`src/rtl/display_value_loader.sv`:
```
// Binary-to-BCD loader for the 4-digit display: accepts a value, runs a double-dabble
// conversion over BIN_W cycles, then commits digits, blank mask and overflow together.
module display_value_loader #(
  parameter int BIN_W         = 14,
  parameter int DIGITS        = 4,
  parameter int BLANK_LEADING = 1
) (
  input  logic                  clk,
  input  logic                  reset,
  input  logic [BIN_W-1:0]      value_i,
  input  logic                  valid_i,
  output logic                  ready_o,
  output logic                  busy_o,
  output logic [4*DIGITS-1:0]   digits_o,
  output logic [DIGITS-1:0]     blank_o,
  output logic                  done_o,
  output logic                  overflow_o
);

  localparam int                BCD_W   = 4 * DIGITS;
  localparam int                CNT_W   = $clog2(BIN_W);
  localparam logic [31:0]       MAX_VAL = 32'(10 ** DIGITS - 1);
  localparam logic [CNT_W-1:0]  LAST    = CNT_W'(BIN_W - 1);
  localparam logic [DIGITS-1:0] BLANK_RST =
    (BLANK_LEADING != 0) ? {{(DIGITS-1){1'b1}}, 1'b0} : {DIGITS{1'b0}};

  typedef enum logic [1:0] {IDLE, CONVERT, COMMIT} state_t;

  state_t            state;
  logic [BCD_W-1:0]  bcd;
  logic [BCD_W-1:0]  bcd_adj;
  logic [BIN_W-1:0]  bin;
  logic [CNT_W-1:0]  cnt;
  logic              ovf;
  logic              ovf_in;
  logic [BIN_W-1:0]  load_val;
  logic [DIGITS-1:0] blank_nxt;

  assign ovf_in   = 32'(value_i) > MAX_VAL;
  assign load_val = ovf_in ? MAX_VAL[BIN_W-1:0] : value_i;

  // Add-3 correction happens before the shift, so a nibble never exceeds 9 going in.
  always_comb begin
    bcd_adj = bcd;
    for (int i = 0; i < DIGITS; i++) begin
      if (bcd[4*i +: 4] >= 4'd5) bcd_adj[4*i +: 4] = bcd[4*i +: 4] + 4'd3;
    end
  end

  // A digit is blank only if it and every more significant digit are zero; ones never blanks.
  always_comb begin
    logic higher_zero;
    higher_zero = 1'b1;
    blank_nxt   = '0;
    for (int i = DIGITS - 1; i >= 1; i--) begin
      higher_zero  = higher_zero && (bcd[4*i +: 4] == 4'd0);
      blank_nxt[i] = higher_zero && (BLANK_LEADING != 0);
    end
  end

  always_ff @(posedge clk or negedge reset) begin
    if (!reset) begin
      state      <= IDLE;
      bcd        <= '0;
      bin        <= '0;
      cnt        <= '0;
      ovf        <= 1'b0;
      ready_o    <= 1'b1;
      busy_o     <= 1'b0;
      digits_o   <= '0;
      blank_o    <= BLANK_RST;
      done_o     <= 1'b0;
      overflow_o <= 1'b0;
    end else begin
      done_o <= 1'b0;
      case (state)
        IDLE: begin
          if (valid_i) begin
            bin     <= load_val;
            bcd     <= '0;
            ovf     <= ovf_in;
            cnt     <= '0;
            ready_o <= 1'b0;
            busy_o  <= 1'b1;
            state   <= CONVERT;
          end
        end
        CONVERT: begin
          bcd <= {bcd_adj[BCD_W-2:0], bin[BIN_W-1]};
          bin <= {bin[BIN_W-2:0], 1'b0};
          cnt <= cnt + 1'b1;
          if (cnt == LAST) state <= COMMIT;
        end
        COMMIT: begin
          digits_o   <= bcd;
          blank_o    <= blank_nxt;
          overflow_o <= ovf;
          done_o     <= 1'b1;
          ready_o    <= 1'b1;
          busy_o     <= 1'b0;
          state      <= IDLE;
        end
        default: state <= IDLE;
      endcase
    end
  end

endmodule
```
`config.mk`:
```
export PLATFORM = sky130hd
export DESIGN_NAME = display_value_loader
export DESIGN_NICKNAME = d
export VERILOG_FILES = /design/src/rtl/display_value_loader.sv
export SDC_FILE = /design/constraint.sdc
export NUM_CORES = 1
export LEC_CHECK = 0
export BUFFER_PORTS_ARGS = -buffer_cell sky130_fd_sc_hd__buf_4
export CAP_MARGIN = 5
export CORE_UTILIZATION = 45
export DETAILED_ROUTE_END_ITERATION = 8
export PLACE_DENSITY_LB_ADDON = 0.05
export SYNTH_ARGS = -nofsm -noshare
export SYNTH_HDL_FRONTEND = slang
export SYNTH_SLANG_ARGS = --single-unit
```
`constraint.sdc`:
```
create_clock -name clk -period 3.6 [get_ports clk]
set_clock_uncertainty 0.05 [all_clocks]
set_input_delay 0.18 -clock clk [delete_from_list [all_inputs] [get_ports clk]]
set_output_delay 0.18 -clock clk [all_outputs]
set_load 0.01 [all_outputs]
```
# [Word-level counts from Yosys, hierarchy flattened]
# Index checks and enable logic that the tools add are counted.
[totals] register_bits=60 inputBits=17 out_inout_bits=24 word_cells=57
[op_classes] addsub=5 order_cmp=5 n_eq_ne=5 n_mux=19 reduce_logical=12
[op_table] operator="$pmux 16 s2" count=1
[op_table] operator="$mux 14" count=2
[op_table] operator="$pmux 14 s2" count=1
[op_table] operator="$ge 4x3->1 const B" count=4
[op_table] operator="$mux 16" count=1
[op_table] operator="$mux 4" count=4
[op_table] operator="$gt 14x14->1 const B" count=1
[op_table] operator="$add 4x2->4 const B" count=3
[op_table] operator="$logic_not 4->1" count=3
[op_table] operator="$pmux 4 s2" count=1
[op_table] operator="$reduce_and 2->1" count=4
[op_table] operator="$add 4x1->4 const B" count=1
[op_table] operator="$eq 4x4->1 const B" count=1
[op_table] operator="$mux 2" count=2
[op_table] operator="$ne 2x2->1 const B" count=2
[op_table] operator="$pmux 1 s2" count=2
[op_table] operator="$pmux 2 s2" count=1
[op_table] operator="$reduce_bool 2->1" count=2
[op_table] operator="$add 3x2->3 const B" count=1
[op_table] operator="$mux 1" count=3
[op_table] operator="$mux 3" count=1
[op_table] operator="$eq 2x1->1 const B" count=1
[op_table] operator="$eq 2x2->1 const B" count=1
[op_table] operator="$logic_and 1x1->1" count=2
[op_table] operator="$logic_not 2->1" count=1

# [Depth between registers and ports, before layout]
# Gate-level depths: netlist of the first run.
[logic_depth] ltp_word=4 mapped_depth=6 mapped_depth_nobuf=6

# [Worst setup path before layout of the first run]
# Ideal clock, no wire load.
[synth_timing] path_type="register -> register" start="reg bcd[4]" end="reg bcd[5]" setup_ps=128 arrival_ps=1265 required_ps=3422 setup_slack_ps=2157 path_stages_with_launch=7 n_path_buf=0 period_less_slack_ps=1443 cell_sequence="dfrtp_1 inv_1 ha_1 nand2b_1 a21oi_1 xnor2_1 o22ai_1"
[synth_between] elab_chain_len=3 word_cells_on_any_way=4 classes_between="1 x add/sub; 1 x order compare; 2 x mux"
[synth_lines] item="from (decl)" line_no="30" source="logic [BCD_W-1:0] bcd;"
[synth_lines] item="from (signal assigned)" line_no="89" source="bcd <= {bcd_adj[BCD_W-2:0], bin[BIN_W-1]};"
[synth_lines] item="$add 4x2->4 / $ge 4x3->1 (equally long branches)" line_no="46" source="if (bcd[4*i +: 4] >= 4'd5) bcd_adj[4*i +: 4] = bcd[4*i +: 4] + 4'd3;"
[synth_lines] item="$mux 4 (*)" line_no="46"
[synth_lines] item="$pmux 16 s2 (*)" line_no="76" source="case (state)"
# Every way passes the cells marked *; elsewhere a longest branch is shown, timed or not.
# A chain may end at the register's enable or synchronous reset.

# [Worst setup path in the final report of the first run]
[layout_timing] start="reg state[1]" end="reg bcd[11]"
[layout_between] elab_chain_len=3 word_cells_on_any_way=6 classes_between="2 x eq/ne; 1 x mux; 3 x reduce/logical"
[layout_lines] item="from (decl)" line_no="29" source="state_t state;"
[layout_lines] item="from (signal assigned)" line_no="63" source="state <= IDLE;"
[layout_lines] item="from (signal assigned)" line_no="85" source="state <= CONVERT;"
[layout_lines] item="from (signal assigned)" line_no="92" source="if (cnt == LAST) state <= COMMIT;"
[layout_lines] item="$eq 2x1->1 / $logic_not 2->1 (equally long branches)" line_no="76"
[layout_lines] item="$reduce_bool 2->1 (no line) / $ne 2x2->1 (equally long branches)"
[layout_lines] item="$reduce_and 2->1 (no line)"
# Parallel ways exist; a longest one is shown, timed or not.

==> summary.md, run 1 <==
| Metric | Value |
|---|---|
| Number of buffers created by CTS | `9` |
| PwrDens | `922.2 nW/um2` |
| Largest net degree at the start of global routing | `61` |
| Clk pwr share | `24.6%` |
| Post-synth EDFFs | `0` |
| Share of cells above drive strength 1 | `22.47%` |
| Worst hold path type | `in -> reg` |
| Maxcap violations | `0` |
| Hold_ws | `7.817 ps` |
| Post-synthesis cell type count | `41` |
| Combinational family with the most area after synthesis | `compound AO/OA/AOI/OAI gates` |
| Sw Share | `34.93%` |
| Number of setup violations in the final report | `0` |
| Routed wire length | `5.758 mm` |
| Unrepaired setup endpoints after global routing | `false` |
| Cells after synthesis | `270` |
| Total iterations of the first detailed-routing run | `4` |
| Final nets | `340` |
| Ant. Diodes | `0` |
| Leakage | `1.609 nW` |
| Reg clk slew, reported paths | `70 ps` |
| Die W | `80.51 um` |
| DRC | `0` |
| Area share of and/or/nand/nor cells after synthesis | `16.37%` |
| Status | `finished clean` |
| Dpl cells | `374` |
| Synth Area in XOR/XNOR | `1.579%` |
| Iter 0 DRT Violations | `102` |
| Initial Util | `46.85%` |
| Critical path class | `reg -> reg` |
| H-tree depth | `3` |
| Num Clock Sinks | `60` |
| Adder-cell share of the synthesized area | `5.413%` |
| Crit path time final | `1776 ps` |
| Die height | `80.51 um` |
| Grt total ovfl | `0` |
| Via count | `2059` |
| Pint | `2.017 mW` |
| CORE AREA | `5921 um2` |
| Startpoint types | `flip-flop` |
| Most frequent cells in the layout | `dfrtp_1 (56), nand2_1 (50), buf_4 (42)` |
| Final Wtd Congestion | `0.7522` |
| Final Hold Viols | `0` |
| CP arrival | `1950 ps` |
| Ys async rst share | `100.0%` |
| Total GRT Usage | `20.10%` |
| Dpl hpwl | `3.827 mm` |
| Final Non-Filler Cells | `391` |
| VDD IR max | `0.3912 mV` |
| Reg power frac | `38.0%` |
| Post-CTS Resized | `0` |
| Period utilization | `49.34%` |
| Setup TNS Final | `0 ps` |
| Vias in the first global route | `2065` |
| Mapped Nets | `299` |
| Port Buffers | `39` |
| Slew @ Worst Pin | `954.6 ps` |
| Routed wire per std cell | `14.73 um` |
| Vias per std cell | `5.266` |
| Post-DRT Antenna Nets | `0` |
| Sw power | `1.083 mW` |
| First-pass GRT wire length | `9.604 mm` |
| #FFs+latches synth | `60` |
| Max FO, Critical Path | `14` |
| Data required, critical path | `3770 ps` |
| Die ar. | `6482 um2` |
| Crit. End Element | `flip-flop` |
| Post-Syn Area | `2774 um2` |
| Max Clk Rate | `563.0 MHz` |
| Synth Warn # | `0` |
| Root Buffer | `clkbuf_8` |
| Synthesized area per cell | `10.27 um2` |
| Comb power frac | `37.5%` |
| Clock Path Buffers | `2` |
| Worst setup margin | `1824 ps` |
| Most used flip-flop cell after synthesis | `dfrtp_1` |
| Worst slew margin | `36.23%` |
| Post-synthesis sequential area ratio | `54.31%` |
| Mux contribution to synthesized area | `0%` |
| Synth Area in Compound Gates | `17.86%` |
| Pre-CTS WS | `1838 ps` |
| Area grow syn2layout | `21.15%` |
| CTS tree | `yes` |
| Ports | `41` |
| Commonest non-fill, non-tap cell in the layout | `dfrtp_1` |
| Cell Rows | `28` |
| Clk_lat worst skew | `340 ps` |
| Antenna violations before repair | `0` |
| Final Slew Violations | `0` |
## per-layer routing
layer,share of wire (%),routed length (um),track usage [%]
met5,0,0,0
met4,2.8,159,11.79
met3,2.8,162,3.750
met2,45,2571,30.00
met1,50,2864,27.02
## worst paths after layout
path	start	end	slack [ps]	cells past startpoint
min in group asynchronous	reset	ovf	400	2
max	state[1]	bcd[11]	1820	4
min	value_i[5]	bin[5]	8	2
max in group asynchronous	reset	digits_o[3]	2580	2
max reg2reg	state[1]	bcd[11]	1820	4
min reg2reg	blank_o[3]	blank_o[3]	410	2
## critical path, stage by stage, from the launching register on
cell and delay, ps:
dfrtp_1 460, nand2b_1 510, buf_4 320, o31ai_1 100, a32o_1 230
## power by group through the flow
stage	registers, mW	clock network, mW	logic (mW)
2_1_floorplan	1.19	0	0.803
3_3_place_gp	1.19	0	1.14
3_5_place_dp	1.18	0	1.16
4_1_cts	1.17	0.772	1.17
5_1_grt	1.22	0.801	1.31
6_report	1.18	0.762	1.16
## stage by stage
stage / utilization, % / power (mW) / cell area (um2)
after CTS: 56.76 / 3.118 / 3361
after floorplan: - / 1.990 / 2774
after global routing: 56.76 / 3.330 / 3361
after global placement: 52.37 / 2.332 / 3100
final: 56.76 / 3.099 / 3361
after detailed placement: 52.37 / 2.348 / 3100
## what timing repair did
action | 4_1_cts | 5_1_grt
setup buffers | 0 | 0
endpoints found under the hold margin | 56 | 0
hold buffers | 1 | 0
## flip-flops by register name (all words and copies together), names as in the netlist
signal      count
bin            14
state           2
done_o          1
bcd            16
ovf             1
digits_o       16
busy_o          1
overflow_o      1
cnt             4
blank_o         3
ready_o         1
## cell type report
class	instances	area (um2)
multi-input cells	187	1147
repair buffers	43	325.3
clock buffers	12	155.1
well taps	75	93.84
clock inverters	4	95.09
inverters	10	37.54
fillers	523	2560
flip-flops and latches	60	1506
## synthesized netlist by cell type (6+ instances only)
| cell | count | area [um2] |
|---|---|---|
| nor2_1 | 17 | 63.81 |
| inv_1 | 10 | 37.54 |
| a22o_1 | 6 | 52.55 |
| buf_2 | 6 | 30.03 |
| dfrtp_1 | 56 | 1401 |
| a21oi_1 | 6 | 30.03 |
| a21o_1 | 6 | 45.04 |
| nand2b_1 | 7 | 43.79 |
| nand3_1 | 8 | 40.04 |
| o22ai_1 | 14 | 87.58 |
| nand2_1 | 50 | 187.7 |
| o21ai_0 | 19 | 95.09 |
| ha_1 | 12 | 150.1 |
## kinds of logic (layout without fill, tap and decap cells)
kind of cell / Yosys count / in the layout
AND/OR/NAND/NOR: 100 / 100
AO/OA/AOI/OAI: 69 / 69
flip-flops: 60 / 60
buffers and inverters: 23 / 69
adder cells (fa/ha/maj): 12 / 12
XOR/XNOR: 5 / 5
other: 1 / 1
Power figures use the tool's default switching activity.
==> inputs of run 2 (changes only) <==
clock period = 1.6 ns   (was 3.6 ns; I/O delays follow)
==> run 2 against run 1 <==
First-iteration DRC count decreased by 30%. Final cell count increased by 7.7%. Design area increased by 7.2%. Clock-buffer cell count decreased by 1. Sequential power increased by 130%. Via count increased by 6.8%. Worst hold slack improved by 100 ps. Combinational power increased by 140%. Sequential cell count unchanged. Die area unchanged. Setup slack got worse by 1700 ps. Critical path type unchanged. Largest cell class unchanged. Highest routed layer unchanged.
==> summary.md, run 2 (synthesis results as in run 1) <==
| Metric | Value |
|---|---|
| Number of setup violations in the final report | `0 (unchanged)` |
| Die W | `80.51 um (unchanged)` |
| Routed wire per std cell | `14.47 um (-1.7%)` |
| DRC | `0 (unchanged)` |
| Port Buffers | `39 (unchanged)` |
| Leakage | `1.736 nW (+7.9%)` |
| Final nets | `370 (+8.8%)` |
| Setup TNS Final | `0 ps (unchanged)` |
| Startpoint types | `flip-flop` |
| Most frequent cells in the layout | `buf_4 (58), dfrtp_1 (56), nand2_1 (50)` |
| Max Clk Rate | `678.3 MHz (+20%)` |
| Clk pwr share | `20.0% (-4.6 points)` |
| Vias per std cell | `5.221 (-0.86%)` |
| CORE AREA | `5921 um2 (unchanged)` |
| Dpl hpwl | `4.230 mm (+11%)` |
| Die height | `80.51 um (unchanged)` |
| Number of buffers created by CTS | `9 (unchanged)` |
| Grt total ovfl | `0 (unchanged)` |
| Worst setup margin | `125.7 ps (-1698 ps)` |
| Die ar. | `6482 um2 (unchanged)` |
| Final Slew Violations | `0 (unchanged)` |
| Tot Pwr | `6.871 mW (+120%)` |
| Pre-CTS WS | `55.47 ps (-1782 ps)` |
| Critical path class | `reg -> reg` |
| Area grow syn2layout | `29.86%` |
| Post CTS Setup Buffer Count | `0 (unchanged)` |
| VDD IR max | `0.8152 mV (+110%)` |
| Iter 0 DRT Violations | `71 (-30%)` |
| Design area | `3602 um2 (+7.2%)` |
| PwrDens | `1907 nW/um2 (+110%)` |
| Pint | `4.399 mW (+120%)` |
| First-pass GRT wire length | `10.23 mm (+6.5%)` |
| Hold_ws | `111.8 ps (+104.0 ps)` |
| Total GRT Usage | `21.18% (+1.1 points)` |
| Total iterations of the first detailed-routing run | `4 (unchanged)` |
| Status | `finished clean` |
| Number of fill cells | `520 (-0.57%)` |
| Root Buffer | `clkbuf_8` |
| Clock Path Buffers | `2 (unchanged)` |
| Post-DRT Antenna Nets | `0 (unchanged)` |
| Reg clk slew, reported paths | `70 ps (about the same)` |
| Final Wtd Congestion | `0.8100 (+7.7%)` |
| Worst hold path type | `in -> reg` |
| Via count | `2198 (+6.8%)` |
| Comb power frac | `41.1% (+3.6 points)` |
| Commonest non-fill, non-tap cell in the layout | `buf_4` |
| Crit. End Element | `flip-flop` |
| Period utilization | `92.15% (+43 points)` |
| Final Hold Viols | `0 (unchanged)` |
| Ports | `41 (unchanged)` |
| Clk_lat worst skew | `340 ps (about the same)` |
| Ant. Diodes | `0 (unchanged)` |
| Routed wire length | `6.093 mm (+5.8%)` |
| Cell Rows | `28 (unchanged)` |
| Sw Share | `35.97% (+1.0 points)` |
| CTS tree | `yes` |
| Unrepaired setup endpoints after global routing | `false` |
| Biggest regs | `bcd: 16 flops, digits_o: 16 flops, bin: 14 flops` |
| Max FO, Critical Path | `4 (-10)` |
| H-tree depth | `3 (unchanged)` |
| Data required, critical path | `1760 ps (-2010 ps)` |
| Share of cells above drive strength 1 | `26.59% (+4.1 points)` |
| Maxcap violations | `0 (unchanged)` |
| Num Clock Sinks | `60 (unchanged)` |
| Crit path time final | `1474 ps (-302.0 ps)` |
| Placed Area | `3241 um2 (+4.5%)` |
| Vias in the first global route | `2148 (+4.0%)` |
| Largest net degree at the start of global routing | `36 (-41%)` |
| Sw power | `2.472 mW (+130%)` |
| Reg power frac | `39.0% (+1.0 points)` |
| Antenna violations before repair | `0 (unchanged)` |
| Initial Util | `46.85% (unchanged)` |
| CP arrival | `1640 ps (-310 ps)` |
==> run 2: area by class of cell <==
class / instances / area, um2 / share of cell area, %
clock buffer: 11 / 151.4 / 4.203
sequential: 60 / 1506 / 41.82
multi-input combinational: 187 / 1167 / 32.41
timing repair buffer: 73 / 595.6 / 16.53
clock inverter: 5 / 50.05 / 1.389
inverter: 10 / 37.54 / 1.042
tap: 75 / 93.84 / 2.605
==> run 2: timing repair <==
| item | CTS | global route |
|---|---|---|
| gates resized for setup | 0 | 4 |
| hold endpoints to repair | 69 | 0 |
| hold buffers | 14 | 0 |
| endpoints found under the setup margin | 0 | 6 |
==> run 2: metrics by stage <==
stage | std cells | util (%)
6_report | 421 | 60.84
5_1_grt | 421 | 60.84
4_1_cts | 421 | 60.50
3_5_place_dp | 391 | 54.73
3_3_place_gp | 391 | 54.73
2_1_floorplan | 270 | -
==> run 2: power by group through the flow <==
stage                     Sequential, mW  Combinational, mW  Clock (mW)
final                               2.68               2.82        1.37
after global routing                2.77               3.17        1.48
after CTS                           2.66               2.82        1.41
after detailed placement            2.69               2.79           0
after global placement              2.67               2.72           0
after floorplan                     2.67               1.81           0
==> run 2: critical path, cell delays in order, from the launching register on <==
cell and delay (ps):
dfrtp_1 370, inv_1 100, ha_1 220, nand2b_1 70
a21oi_1 280, xnor2_1 160, o22ai_1 100
==> run 2: path summary, 6_finish.rpt <==
kind | slack [ps] | from | depth (start not counted) | end
setup / recovery | 130 | bcd[13] | 6 | bcd[13]
hold / removal | 110 | value_i[0] | 4 | bin[0]
setup reg to reg | 130 | bcd[13] | 6 | bcd[13]
hold reg to reg | 410 | blank_o[3] | 2 | blank_o[3]
max in group asynchronous | 800 | reset | 3 | blank_o[2]
min in group asynchronous | 140 | reset | 2 | bin[0]
==> run 2: routing by layer <==
layer	GRT usage (%)	vias to the layer above	wire length (um)
li1	-	1086	-
met1	27.50	1074	2899
met2	33.39	30	2944
met3	4.545	8	156
met4	10.18	0	93
met5	0	-	0
==> inputs of run 3 (changes only) <==
ABC_AREA = 1   (was unset)
CORE_MARGIN = 1.5   (was unset)
==> run 3 against run 2 <==
Area after synthesis up 3.5%. Routed wire length is 4.9% lower. Clock-buffer cell count unchanged. Worst hold slack better by 39 ps. Register-to-register slack better by 30 ps. Via count up 7.4%. Critical endpoint is now bcd[6].
==> summary.md, run 3 <==
| Metric | Value |
|---|---|
| Status | `finished clean` |
| Synth Warn # | `0 (unchanged)` |
| CORE AREA | `6026 um2 (+1.8%)` |
| Cells after synthesis | `350 (+30%)` |
| Final Wtd Congestion | `0.7631 (-5.8%)` |
| Data required, critical path | `1770 ps (about the same)` |
| Yosys top cell by area | `dfrtp_1` |
| Cell Rows | `28 (unchanged)` |
| Ant. Diodes | `0 (unchanged)` |
| Biggest regs | `bcd: 16 flops, digits_o: 16 flops, bin: 14 flops` |
| Top-count cell post-synth | `nand2_1` |
| Vias per std cell | `4.789 (-8.3%)` |
| Final Slew Violations | `0 (unchanged)` |
| Grt met1 use | `24.48% (-3.0 points)` |
| Total GRT Usage | `18.13% (-3.0 points)` |
| Unrepaired setup endpoints after global routing | `false` |
| Area grow syn2layout | `26.29%` |
| CTS tree | `yes` |
| Die height | `82.87 um (+2.9%)` |
| Period utilization | `90.54% (-1.6 points)` |
| Buf+Inv Stages, Crit Path | `2 (+1)` |
| Number of fill cells | `558 (+7.3%)` |
| Max FO, Critical Path | `5 (+1)` |
| PwrDens | `1936 nW/um2 (+1.5%)` |
| Met3 global-route usage | `3.976% (-0.57 points)` |
| CP arrival | `1620 ps (-20 ps)` |
| H-tree depth | `3 (unchanged)` |
| Adder-cell share of the synthesized area | `5.231% (-0.18 points)` |
| Mapped Nets | `379 (+27%)` |
| Area share of and/or/nand/nor cells after synthesis | `24.54% (+8.2 points)` |
| Slowest stage cell, crit path | `dfrtp_1` |
| M2 GR Usage | `27.94% (-5.5 points)` |
| Die ar. | `6867 um2 (+5.9%)` |
| Dpl hpwl | `3.979 mm (-5.9%)` |
| Design area | `3625 um2 (+0.63%)` |
| Leakage | `1.901 nW (+9.5%)` |
| Final nets | `442 (+19%)` |
| First-pass GRT wire length | `10.07 mm (-1.6%)` |
| GR peak layer | `met2` |
| #FFs+latches synth | `60 (unchanged)` |
| Most area-consuming cells after synthesis | `dfrtp_1 (49%), nand2_1 (15%), o21ai_0 (5.8%)` |
| Post-synth EDFFs | `0 (unchanged)` |
| Most used flip-flop cell after synthesis | `dfrtp_1` |
| Initial Util | `47.63% (+0.78 points)` |
| DRC | `0 (unchanged)` |
| Commonest non-fill, non-tap cell in the layout | `nand2_1` |
| Clk_lat worst skew | `330 ps (about the same)` |
| Share of cells above drive strength 1 | `18.66% (-7.9 points)` |
| Die W | `82.87 um (+2.9%)` |
| Max Clk Rate | `690.3 MHz (+1.8%)` |
| Post-DRT Antenna Nets | `0 (unchanged)` |
| Setup TNS Final | `0 ps (unchanged)` |
| Via count | `2361 (+7.4%)` |
| Crit. End Element | `flip-flop` |
| Reg clk slew, reported paths | `60 ps (about the same)` |
| Ys async rst share | `100.0% (unchanged)` |
| Commonest cells post-synth | `nand2_1 (112), dfrtp_1 (56), nor2_1 (39)` |
| CP startpoint | `bcd[4]` |
| Antenna violations before repair | `0 (unchanged)` |
| Max stage delay on crit path | `390 ps (+20 ps)` |
| Post-Syn Area | `2870 um2 (+3.5%)` |
| Maxcap violations | `0 (unchanged)` |
| Num Clock Sinks | `60 (unchanged)` |
| Number of setup violations in the final report | `0 (unchanged)` |
| Post-synthesis cell type count | `23 (-44%)` |
| Placed Area | `3273 um2 (+1.0%)` |
| Mux contribution to synthesized area | `0% (unchanged)` |
| Root Buffer | `clkbuf_8` |
| Ports | `41 (unchanged)` |
| Combinational family with the most area after synthesis | `simple AND/OR/NAND/NOR gates` |
| Critical Path, Cell by Cell | `inv_1 -> ha_1 -> inv_1 -> nor2_1 -> o21ai_0 -> nand2_1 -> nand3_1 -> nand2_1` |
| Final Hold Viols | `0 (unchanged)` |
| Startpoint types | `flip-flop` |
| Post CTS Setup Buffer Count | `0 (unchanged)` |
| CP top delay family | `flip-flops` |
| Routed wire per std cell | `11.75 um (-19%)` |
| Synthesized area per cell | `8.201 um2 (-20%)` |
| Worst r2r src | `bcd[4]` |
| Critical path class | `reg -> reg` |
| Clock Path Buffers | `2 (unchanged)` |
| Iter 0 DRT Violations | `106 (+49%)` |
| Post-synthesis sequential area ratio | `52.48% (-1.8 points)` |
| Synth Area in Compound Gates | `9.634% (-8.2 points)` |
| Synth Area in XOR/XNOR | `0.9154% (-0.66 points)` |
| Port Buffers | `39 (unchanged)` |
| VDD IR max | `0.9850 mV (+21%)` |
| Total iterations of the first detailed-routing run | `4 (unchanged)` |
| Crit path time final | `1449 ps (-25.65 ps)` |
| Worst hold path type | `in -> async` |
| Tot Pwr | `7.019 mW (+2.1%)` |
| Most frequent cells in the layout | `nand2_1 (112), dfrtp_1 (56), buf_4 (49)` |
| Largest net degree at the start of global routing | `36 (unchanged)` |
| Synth top area share | `48.82% (-1.7 points)` |
| Routed wire length | `5.792 mm (-4.9%)` |
| Grt total ovfl | `0 (unchanged)` |
| Number of buffers created by CTS | `9 (unchanged)` |
| Vias in the first global route | `2200 (+2.4%)` |
-- run 3: changes by cell type in the layout (fill, tap and decap cells not counted), moves of 8 or more --
cell,before,now
nand2_1,50,112
nor2_1,17,39
buf_4,58,49
o21ai_0,19,33
inv_1,10,30
o22ai_1,14,6
nand3_1,8,20
-- run 3: per-stage QoR --
| stage | util [%] | hold WS (ps) | instances | worst slack (ps) |
|---|---|---|---|---|
| final | 60.15 | 150.8 | 493 | 151.3 |
| after global routing | 60.15 | 161.9 | 493 | 2.605 |
| after CTS | 60.15 | 145.3 | 493 | 138.1 |
| after detailed placement | 54.32 | -38.81 | 462 | 148.7 |
| after global placement | 54.32 | -37.67 | 462 | 203.1 |
| after floorplan | - | -265.6 | 350 | 295.1 |
-- run 3: kinds of logic (layout without fill, tap and decap cells) --
logic type | Yosys count | in the layout
AND/OR/NAND/NOR | 177 | 177
XOR/XNOR | 3 | 3
AO/OA/AOI/OAI | 51 | 51
adder cells (fa/ha/maj) | 12 | 12
flip-flops | 60 | 60
buffers and inverters | 46 | 114
other | 1 | 1
-- run 3: worst paths after layout --
kind	cells after the start	slack, ps	endpoint
setup reg to reg	8	150	bcd[6]
setup / recovery	8	150	bcd[6]
hold reg to reg	2	420	blank_o[2]
max in group asynchronous	3	790	blank_o[1]
min in group clk	5	200	busy_o
hold / removal	2	150	digits_o[12]
-- run 3: cell type report --
class	instances	area (um2)	area share (%)
sequential	60	1506	41.56
multi-input combinational	244	1161	32.03
timing repair buffer	65	538.0	14.84
clock buffer	11	151.4	4.177
inverter	33	123.9	3.417
tap	75	93.84	2.589
clock inverter	5	50.05	1.381
-- run 3: per-layer routing --
metal,part of all wire (%),vias to the layer above
met1,51,1092
li1,-,1234
met3,2.3,9
met4,1.5,0
met2,45,26
met5,0,-
-- run 3: power breakdown --
part / internal (mW) / total (mW) / switching, mW
sequential: 2.22 / 2.66 / 0.436
combinational: 1.29 / 2.99 / 1.70
clock: 0.793 / 1.37 / 0.576
total: 4.31 / 7.02 / 2.71
-- run 3: what timing repair did --
action                                  4_1_cts  5_1_grt
gates resized for setup                       0        1
endpoints found under the setup margin        0        2
hold buffers                                 15        0
endpoints found under the hold margin        72        0
